`src/rtl/vscale_htif_pcr_master.sv`:
```
// HTIF-side master for the CSR file's PCR port: forwards host CSR commands and
// periodically polls the to_host CSR, surfacing non-zero values on a separate handshake.
module vscale_htif_pcr_master #(
    parameter int          POLL_INTERVAL = 16,
    parameter logic [11:0] TOHOST_ADDR   = 12'h780
) (
    input  logic        clk,
    input  logic        reset_n,
    input  logic        poll_enable,
    input  logic        host_req_valid,
    output logic        host_req_ready,
    input  logic        host_req_rw,
    input  logic [11:0] host_req_addr,
    input  logic [63:0] host_req_data,
    output logic        host_resp_valid,
    input  logic        host_resp_ready,
    output logic [63:0] host_resp_data,
    output logic        tohost_valid,
    input  logic        tohost_ready,
    output logic [63:0] tohost_data,
    output logic        pcr_req_valid,
    input  logic        pcr_req_ready,
    output logic        pcr_req_rw,
    output logic [11:0] pcr_req_addr,
    output logic [63:0] pcr_req_data,
    input  logic        pcr_resp_valid,
    output logic        pcr_resp_ready,
    input  logic [63:0] pcr_resp_data,
    output logic [1:0]  dbg_state
);

    // Handshakes: a transfer happens on a rising edge where valid and ready are both 1;
    // a valid, once raised, holds its payload stable until that transfer.

    typedef enum logic [1:0] {
        S_IDLE  = 2'd0,
        S_REQ   = 2'd1,
        S_RESP  = 2'd2,
        S_HRESP = 2'd3
    } state_t;

    localparam logic [15:0] RELOAD = 16'(POLL_INTERVAL - 1);

    state_t      state;
    state_t      state_next;
    logic [15:0] count;
    logic        txn_host;
    logic        poll_due;
    logic        launch_poll;
    logic        host_accept;
    logic        resp_fire;

    assign poll_due    = (count == 16'd0) && poll_enable && !tohost_valid;
    assign launch_poll = (state == S_IDLE) && poll_due;
    assign host_accept = (state == S_IDLE) && !poll_due && host_req_valid;
    assign resp_fire   = (state == S_RESP) && pcr_resp_valid;

    always_ff @(posedge clk or negedge reset_n) begin
        if (!reset_n) begin
            state <= S_IDLE;
        end else begin
            state <= state_next;
        end
    end

    always_comb begin
        state_next = state;
        case (state)
            S_IDLE:  if (poll_due || host_req_valid) state_next = S_REQ;
            S_REQ:   if (pcr_req_ready) state_next = S_RESP;
            S_RESP:  if (pcr_resp_valid) state_next = txn_host ? S_HRESP : S_IDLE;
            S_HRESP: if (host_resp_ready) state_next = S_IDLE;
            default: state_next = S_IDLE;
        endcase
    end

    // Polls pre-empt host commands; reset_n gating keeps ready low while held in reset.
    assign host_req_ready  = reset_n && (state == S_IDLE) && !poll_due;
    assign pcr_req_valid   = (state == S_REQ);
    assign pcr_resp_ready  = (state == S_RESP);
    assign host_resp_valid = (state == S_HRESP);
    assign dbg_state       = state;

    always_ff @(posedge clk or negedge reset_n) begin
        if (!reset_n) begin
            count          <= RELOAD;
            txn_host       <= 1'b0;
            pcr_req_rw     <= 1'b0;
            pcr_req_addr   <= 12'd0;
            pcr_req_data   <= 64'd0;
            host_resp_data <= 64'd0;
            tohost_valid   <= 1'b0;
            tohost_data    <= 64'd0;
        end else begin
            // The counter keeps running through REQ/RESP so the poll period is independent
            // of PCR latency; it only freezes while a to_host value is waiting.
            if (!poll_enable || launch_poll) begin
                count <= RELOAD;
            end else if (!tohost_valid && count != 16'd0) begin
                count <= count - 16'd1;
            end

            if (launch_poll) begin
                pcr_req_rw   <= 1'b0;
                pcr_req_addr <= TOHOST_ADDR;
                pcr_req_data <= 64'd0;
                txn_host     <= 1'b0;
            end else if (host_accept) begin
                pcr_req_rw   <= host_req_rw;
                pcr_req_addr <= host_req_addr;
                pcr_req_data <= host_req_data;
                txn_host     <= 1'b1;
            end

            if (tohost_valid && tohost_ready) begin
                tohost_valid <= 1'b0;
            end

            if (resp_fire) begin
                if (txn_host) begin
                    host_resp_data <= pcr_resp_data;
                end else if (pcr_resp_data != 64'd0) begin
                    tohost_data  <= pcr_resp_data;
                    tohost_valid <= 1'b1;
                end
            end
        end
    end

endmodule

```
`config.mk`:
```
export PLATFORM = sky130hd
export DESIGN_NAME = vscale_htif_pcr_master
export DESIGN_NICKNAME = d
export VERILOG_FILES = /design/src/rtl/vscale_htif_pcr_master.sv
export SDC_FILE = /design/constraint.sdc
export NUM_CORES = 1
export LEC_CHECK = 0
export ABC_CLOCK_PERIOD_IN_PS = 5750
export BUFFER_PORTS_ARGS = -buffer_cell sky130_fd_sc_hd__buf_2
export CAP_MARGIN = 20
export CELL_PAD_IN_SITES_DETAIL_PLACEMENT = 1
export CELL_PAD_IN_SITES_GLOBAL_PLACEMENT = 1
export CORE_UTILIZATION = 40
export CTS_BUF_LIST = sky130_fd_sc_hd__clkbuf_16
export DETAILED_ROUTE_END_ITERATION = 6
export PLACE_DENSITY = 0.93
export SYNTH_ARGS = -nofsm -noshare
export SYNTH_HDL_FRONTEND = slang
export SYNTH_SLANG_ARGS = --single-unit
```
`constraint.sdc`:
```
create_clock -name clk -period 5.75 [get_ports clk]
set_input_delay 1.15 -clock clk [delete_from_list [all_inputs] [get_ports clk]]
set_output_delay 1.15 -clock clk [all_outputs]
set_load 0.02 [all_outputs]
```
; After elaboration in Yosys (flattened, before gate mapping)
; Cells that the tools add are included.
[classes]
reduce_logical = 24
n_mux = 20
add_sub_neg = 1
eq_ne = 7
n_bitwise = 1
[op_table]
columns = op, n
row1 = 64-bit 2-to-1 mux, 2
row2 = 64-bit nonzero test, 1
row3 = 16-bit 2-to-1 mux, 2
row4 = 12-bit 2-to-1 mux, 2
row5 = 16-bit zero test, 1
row6 = 16-bit nonzero test, 1
row7 = 16-bit by 1-bit subtractor with 16-bit output (second input constant), 1
row8 = 1-bit logical AND, 10
row9 = 2-bit 2-to-1 mux, 5
row10 = 1-bit 2-to-1 mux, 8
row11 = 2-bit one-hot mux with 4 select lines, 1
row12 = 2-bit == test (second input constant), 2
row13 = 2-bit by 1-bit != test with 1-bit output (second input constant), 2
row14 = 2-bit != test (second input constant), 2
row15 = 4-bit AND reduction, 1
row16 = 2-bit nonzero test, 2
row17 = 1-bit zero test, 3
row18 = 3-bit AND reduction, 1
row19 = 2-bit by 1-bit == test with 1-bit output (second input constant), 1
row20 = 2-bit zero test, 1
row21 = 1-bit logical OR, 2
row22 = 2-bit AND reduction, 1
row23 = 1-bit NOT, 1
[totals]
ff_bits = 225
output_inout_bits = 212

; Logic depth before layout (Yosys ltp)
; Gate-level depths: netlist (run 1).
[logic_depth]
ltp_word = 8
depth_mapped = 10

; Worst setup path after synthesis (run 1)
; Ideal clock, no wire load.
[synth_path]
kind = flip-flop to output port
startpoint = register count[0]
endpoint = output port host_req_ready
required_time_ps = 4600
arrival_time_ps = 1814
n_path_buf = 0
path_stages_with_launch = 7
setup_slack_ps = 2786
cell_sequence = dfstp_2 -> inv_1 -> ha_1 -> or4b_2 -> nor2_4 -> nand3_1 -> and3_1
[synth_between]
elab_chain_cells = 5
[synth_lines]
columns = element, line_no
row1 = from (decl), 46  ; logic [15:0] count;
row2 = from (signal assigned), 100  ; count <= count - 16'd1;
row3 = 16-bit zero test, 53  ; assign poll_due = (count == 16'd0) && poll_enable && !tohost_valid;
row4 = 1-bit logical AND (2 in a row), 53
row5 = 1-bit zero test, 78  ; assign host_req_ready = reset_n && (state == S_IDLE) && !poll_due;
row6 = 1-bit logical AND, 78
row7 = to (decl), 11  ; output logic host_req_ready,
; No other way between the ends.

; Worst setup path in the final report (run 1)
; Same ends and word-level chain as after synthesis.

==> qor.csv, run 1 <==
metric;value;unit
wl_met1;11120;um
hold_class;reg -> reg;
top_layer;met4;
status;finished, violations left;
synthCells;743;
area_growth;31.73;%
hold_viol_final;0;
ys_seq_area_share;62.62;%
cp_data_arrival_time;2.80;ns
violations;design-rule violations;
clockRootBuffer;clkbuf_16;
wl;28950;um
min_from;host_resp_data[45]$_DFFE_PN0P_;
drive_gt1_share;48.57;%
cts_resized;0;
cp-end-kind;primary output;
num_io_pins;361;
startpoint;count[0]$_DFFE_PN1P_;
avgSynthCellArea;12.11;um^2
placed_cells;1350;
grt_use_total;25.36;%
final_cell_mix;buf_2, dfrtp_1, nand2_1;
yosysTopAreaCell;dfrtp_1;
wl_met3;1406;um
fin_crit_sh;68.67;%
slew_violations;0;
ys.warnings.count;0;
gp_congestion;0.8490;
nNetsFinal;1248;
grt_pass1_vias;8218;
pre_cts_ws;2.334;ns
post_cts_buffers;0;
worst_slack;1.801;ns
die_y;152;um
yosys_register_bits;225;
cts_inserted_buffers;26;
timing.hold.ws;0.4979;ns
coreArea;21960;um^2
htree_levels;1;
wl_met2;15100;um
yosys.cell_types.count;41;
cp.required;4.60;ns
initial_core_util;40.99;%
clkSlewWorstSetupHoldPaths;0.06;ns
drc_errors;22;
ant_nets;0;
powerDensity;583.4;nW/um^2
grt_overflow;0;
skew;0.01258;ns
netlist_area;9000;um^2
portBuffers;360;
grt_max_degree;107;
place_area;11050;um^2
period_needed;3.949;ns
drtIter0Drc;286;
design_area;11860;um^2
power.leakage;6.113;nW
postLayoutCoreUtil;53.99;%
relSlewSlack;33.26;%
antenna_found_initial;2;
die_area;23100;um^2
tns;0;ns
via_count;7300;
holdBufCountCts;0;
synthesis.nets;893;
crit_type;reg -> out;
worst_slew_pin_slew;1.001;ns
final_common_cell;buf_2;
finalPower;6.916;mW
drtPass1Iterations;6;
synth_top_area_share;61.45;%
grt_pass1_wl;46290;um
max_freq;0.2532;GHz
path_max_fanout;8;
dieWidth;152;um
vias_per_cell;5.214;
r2r_start;count[8]$_DFFE_PN0P_;
finalSetupViolations;0;
std_cell_rows;54;
rsz0062_at_grt;false;
insertion_delay;0.52;ns
startpoint_type;flip-flop;
dp_hpwl;20490;um
ir_drop;0.0003090;V
fillCellCount;2394;
maxCapViolCount;0;
synth_area_leaders;dfrtp_1, mux2_2, nand2_1;
cts.sinks;225;
clockBufferDepth;3;
routedWlPerCell;20.68;um
layout.cells.non_filler;1400;
cts_tree;yes;
## critical path: stages, from the launching register on
cell	delay [ns]
dfstp_2	0.36
inv_1	0.08
ha_1	0.23
or4b_2	0.69
nor2_4	0.34
nand3_1	0.19
and3_1	0.23
buf_2	0.15
## cell type report
cell class,count,area (um^2),area share [%]
clock buffers,26,650.6,5.488
diodes,2,5.005,0.04222
inverters,4,15.01,0.1266
flip-flops and latches,225,5635,47.54
multi-input cells,475,3189,26.90
repair buffers,366,1857,15.66
clock inverters,22,152.6,1.288
well taps,280,350.3,2.955
## sequential cells by signal, summed over array words and instances (netlist names)
signal,count
dbg_state,2
tohost_data,64
count,16
host_resp_data,64
pcr_req_data,64
txn_host,1
pcr_req_addr,12
pcr_req_rw,1
tohost_valid,1
## metal layers
layer	track usage, %	vias up
met5	0	-
met4	11.86	0
met3	4.649	90
met2	45.63	268
met1	29.27	3654
li1	-	3288
## final timing paths
kind                       depth (start not counted)                              to  slack [ns]
setup / recovery                                   7                  host_req_ready        1.80
hold / removal                                     1  host_resp_data[45]$_DFFE_PN0P_        0.50
setup reg to reg                                   6     pcr_req_data[7]$_DFFE_PN0P_        2.72
hold reg to reg                                    1  host_resp_data[45]$_DFFE_PN0P_        0.50
max in group asynchronous                          2     tohost_data[62]$_DFFE_PN0P_        3.59
min in group asynchronous                          1    pcr_req_data[57]$_DFFE_PN0P_        0.69
## power by group
group	switching, mW	internal [mW]
combinational	1.74	0.980
sequential	0.392	2.25
clock	0.647	0.907
## cell families (layout without fill, tap and decap cells)
family | after synthesis | in the layout | synth area share (%)
DFF | 225 | 225 | 62.62
other | 0 | 2 | 0
buffers and inverters | 43 | 418 | 2.405
adders and majority gates | 1 | 1 | 0.1390
xor gates and xnor gates | 7 | 7 | 0.6812
muxes | 128 | 128 | 16.02
and+or+nand+nor | 241 | 241 | 12.36
AOI/OAI and AO/OA | 98 | 98 | 5.784
## cells in the mapped netlist
cell type and n:
nor4_1 20, or4b_2 1, a221oi_1 1, nand3_1 8
nor4_2 2, o21ai_0 49, nand4_1 6, nor2_1 13
xor2_1 6, dfstp_2 4, or4_1 5, nor3_1 3
mux2_2 128, o31ai_1 4, nand3b_1 1, inv_1 4
nor2_4 1, or4_4 2, a21oi_1 7, buf_2 8
a21o_1 2, clkbuf_1 25, nor4b_1 1, nand4_2 1
ha_1 1, a31oi_1 1, buf_6 6, or3_2 1
o21a_1 1, a211o_1 2, o21ai_1 31, nand4b_1 1
or3_1 1, nor2b_1 8, and3_1 1, nand2b_1 3
and2_1 1, xnor2_1 1, nand2_1 160, dfrtp_1 221
or2_2 1
Power figures use the tool's default switching activity.
==> inputs of run 2 (changes only) <==
--- a/config.mk
+++ b/config.mk
@@ -5,15 +5,15 @@
 export SDC_FILE = /design/constraint.sdc
 export NUM_CORES = 1
 export LEC_CHECK = 0
-export ABC_CLOCK_PERIOD_IN_PS = 5750
+export ABC_CLOCK_PERIOD_IN_PS = 4000
 export BUFFER_PORTS_ARGS = -buffer_cell sky130_fd_sc_hd__buf_2
 export CAP_MARGIN = 20
 export CELL_PAD_IN_SITES_DETAIL_PLACEMENT = 1
 export CELL_PAD_IN_SITES_GLOBAL_PLACEMENT = 1
-export CORE_UTILIZATION = 40
+export CORE_UTILIZATION = 37
 export CTS_BUF_LIST = sky130_fd_sc_hd__clkbuf_16
 export DETAILED_ROUTE_END_ITERATION = 6
-export PLACE_DENSITY = 0.93
+export PLACE_DENSITY = 0.88
 export SYNTH_ARGS = -nofsm -noshare
 export SYNTH_HDL_FRONTEND = slang
 export SYNTH_SLANG_ARGS = --single-unit
==> constraint.sdc (replaced) <==
create_clock -name clk -period 4 [get_ports clk]
set_input_delay 0.8 -clock clk [delete_from_list [all_inputs] [get_ports clk]]
set_output_delay 0.8 -clock clk [all_outputs]
set_load 0.02 [all_outputs]
==> run 2 against run 1 <==
  * The run now ends clean
  * Die area is 8.0% higher
  * Flip-flop and latch count did not move
  * Final cell count up 3.1%
  * Critical path depth stayed put
  * Worst hold slack got worse by 0.26 ns
  * Sequential power grew 42%
  * Setup slack got worse by 1.3 ns
  * Sequential share of layout area decreased by 0.22 points
  * Largest power group unchanged
  * Combinational power up 43%
  * Non-clock buffer count rose by 2
  * Clock skew rose by 0.0043 ns
  * Total power rose by 42%
==> qor.csv, run 2 (same netlist as run 1, synthesis figures left out) <==
metric;value;unit;change
final_cell_mix;buf_2, dfrtp_1, nand2_1;;
grt_overflow;0;;unchanged
crit_chain;inv_1 > ha_1 > or4b_2 > nor2_4 > nand3_1 > and3_1 > buf_2;;
maxCapViolCount;0;;unchanged
die_area;24950;um^2;+8.0%
cts_resized;0;;unchanged
rrSetupSlack;1.01;ns;-1.71 ns
r2r_cells;5;;-1
portBuffers;360;;unchanged
startpoint_type;flip-flop;;
ant_nets;0;;unchanged
finalSetupViolations;0;;unchanged
grt_pass1_vias;7802;;-5.1%
post_cts_buffers;0;;unchanged
drc_errors;0;;-100%
cp-end-kind;primary output;;
power.leakage;6.114;nW;about the same
clockBufferDepth;3;;unchanged
std_cell_rows;56;;+3.7%
cp_data_arrival_time;2.69;ns;-0.11 ns
drtPass1Iterations;4;;-2
skew;0.01687;ns;+0.004294 ns
cp.required;3.20;ns;-1.40 ns
num_io_pins;361;;unchanged
grt_pass1_wl;42950;um;-7.2%
dieWidth;158.0;um;+3.9%
rsz0062_at_grt;false;;
crit_path_top_delay_cell;or4b_2;;
final_common_cell;buf_2;;
max_freq;0.2865;GHz;
design_area;11910;um^2;+0.47%
clockRootBuffer;clkbuf_16;;
die_y;158.0;um;+3.9%
wl;28220;um;-2.5%
postLayoutCoreUtil;50.30;%;-3.7 points
period_needed;3.491;ns;
nNetsFinal;1250;;+0.16%
place_area;11120;um^2;+0.62%
reg2reg_to;tohost_data[6]$_DFFE_PN0P_;;
r2r_start;dbg_state[1]$_DFFE_PN0P_;;
clkSlewWorstSetupHoldPaths;0.06;ns;about the same
hold_class;in -> async;;
grt_max_degree;94;;-12%
timing.hold.ws;0.2348;ns;-0.2631 ns
tns;0;ns;unchanged
crit_buf_inv;2;;unchanged
worst_slack;0.5092;ns;-1.292 ns
cpLargestDelayFamily;simple AND/OR/NAND/NOR gates;;
reg_top3;host_resp_data x64, pcr_req_data x64, tohost_data x64;;
cts.sinks;225;;unchanged
holdBufCountCts;0;;unchanged
area_growth;32.35;%;
cp.depth;7;;unchanged
routedWlPerCell;19.56;um;-5.4%
insertion_delay;0.53;ns;about the same
drive_gt1_share;48.57;%;about the same
crit_type;reg -> out;;
hold_viol_final;0;;unchanged
status;finished, final reports clean;;
path_max_fanout;8;;unchanged
vias_per_cell;5.056;;-3.0%
max_stage_delay;0.69;ns;about the same
fin_crit_sh;87.27;%;
ir_drop;0.0004691;V;+52%
cts_tree;yes;;
htree_levels;1;;unchanged
cts_inserted_buffers;26;;unchanged
dp_hpwl;20240;um;-1.2%
pre_cts_ws;0.6621;ns;-1.672 ns
initial_core_util;38.00;%;-3.0 points
grt_use_total;22.32;%;-3.0 points
powerDensity;826.3;nW/um^2;+42%
relSlewSlack;34.78;%;+1.5 points
antenna_found_initial;4;;+2
via_count;7296;;-0.055%
slew_violations;0;;unchanged
drtIter0Drc;336;;+17%
gp_congestion;0.8118;;-4.4%
worst_slew_pin_slew;0.9783;ns;-0.02289 ns
coreArea;23680;um^2;+7.9%
## run 2: worst max-delay path by stage
stage	start	endpoint	slack (ns)
finish	count[0]$_DFFE_PN1P_	host_req_ready	0.51
global route	count[0]$_DFFE_PN1P_	host_req_ready	0.39
CTS	count[0]$_DFFE_PN1P_	host_req_ready	0.48
detailed placement	pcr_resp_data[46]	tohost_data[20]$_DFFE_PN0P_	0.66
global placement	pcr_resp_data[46]	tohost_data[1]$_DFFE_PN0P_	0.72
floorplan	count[0]$_DFFE_PN1P_	host_req_ready	1.39
## run 2: per-layer routing
metal	track usage [%]	wire, um
met1	26.32	10790
met2	37.49	14410
met3	5.338	1499
met4	12.27	1494
met5	0	27
## run 2: per-stage QoR
| step | power, mW | cells |
|---|---|---|
| after floorplan | 6.085 | 743 |
| after global placement | 7.477 | 1391 |
| after detailed placement | 7.688 | 1391 |
| after CTS | 9.946 | 1439 |
| after global routing | 10.37 | 1442 |
| final | 9.842 | 1443 |
## run 2: cell type report
type / instances / area, um^2
multi-input cells: 475 / 3182
flip-flops and latches: 225 / 5635
repair buffers: 368 / 1884
diodes: 4 / 10.01
well taps: 319 / 399.1
clock inverters: 21 / 110.1
fillers: 2699 / 11770
clock buffers: 27 / 675.6
inverters: 4 / 15.01
## run 2: power breakdown
part | internal (mW) | switching [mW]
Clock | 1.27 | 0.922
Combinational | 1.41 | 2.48
Sequential | 3.24 | 0.520
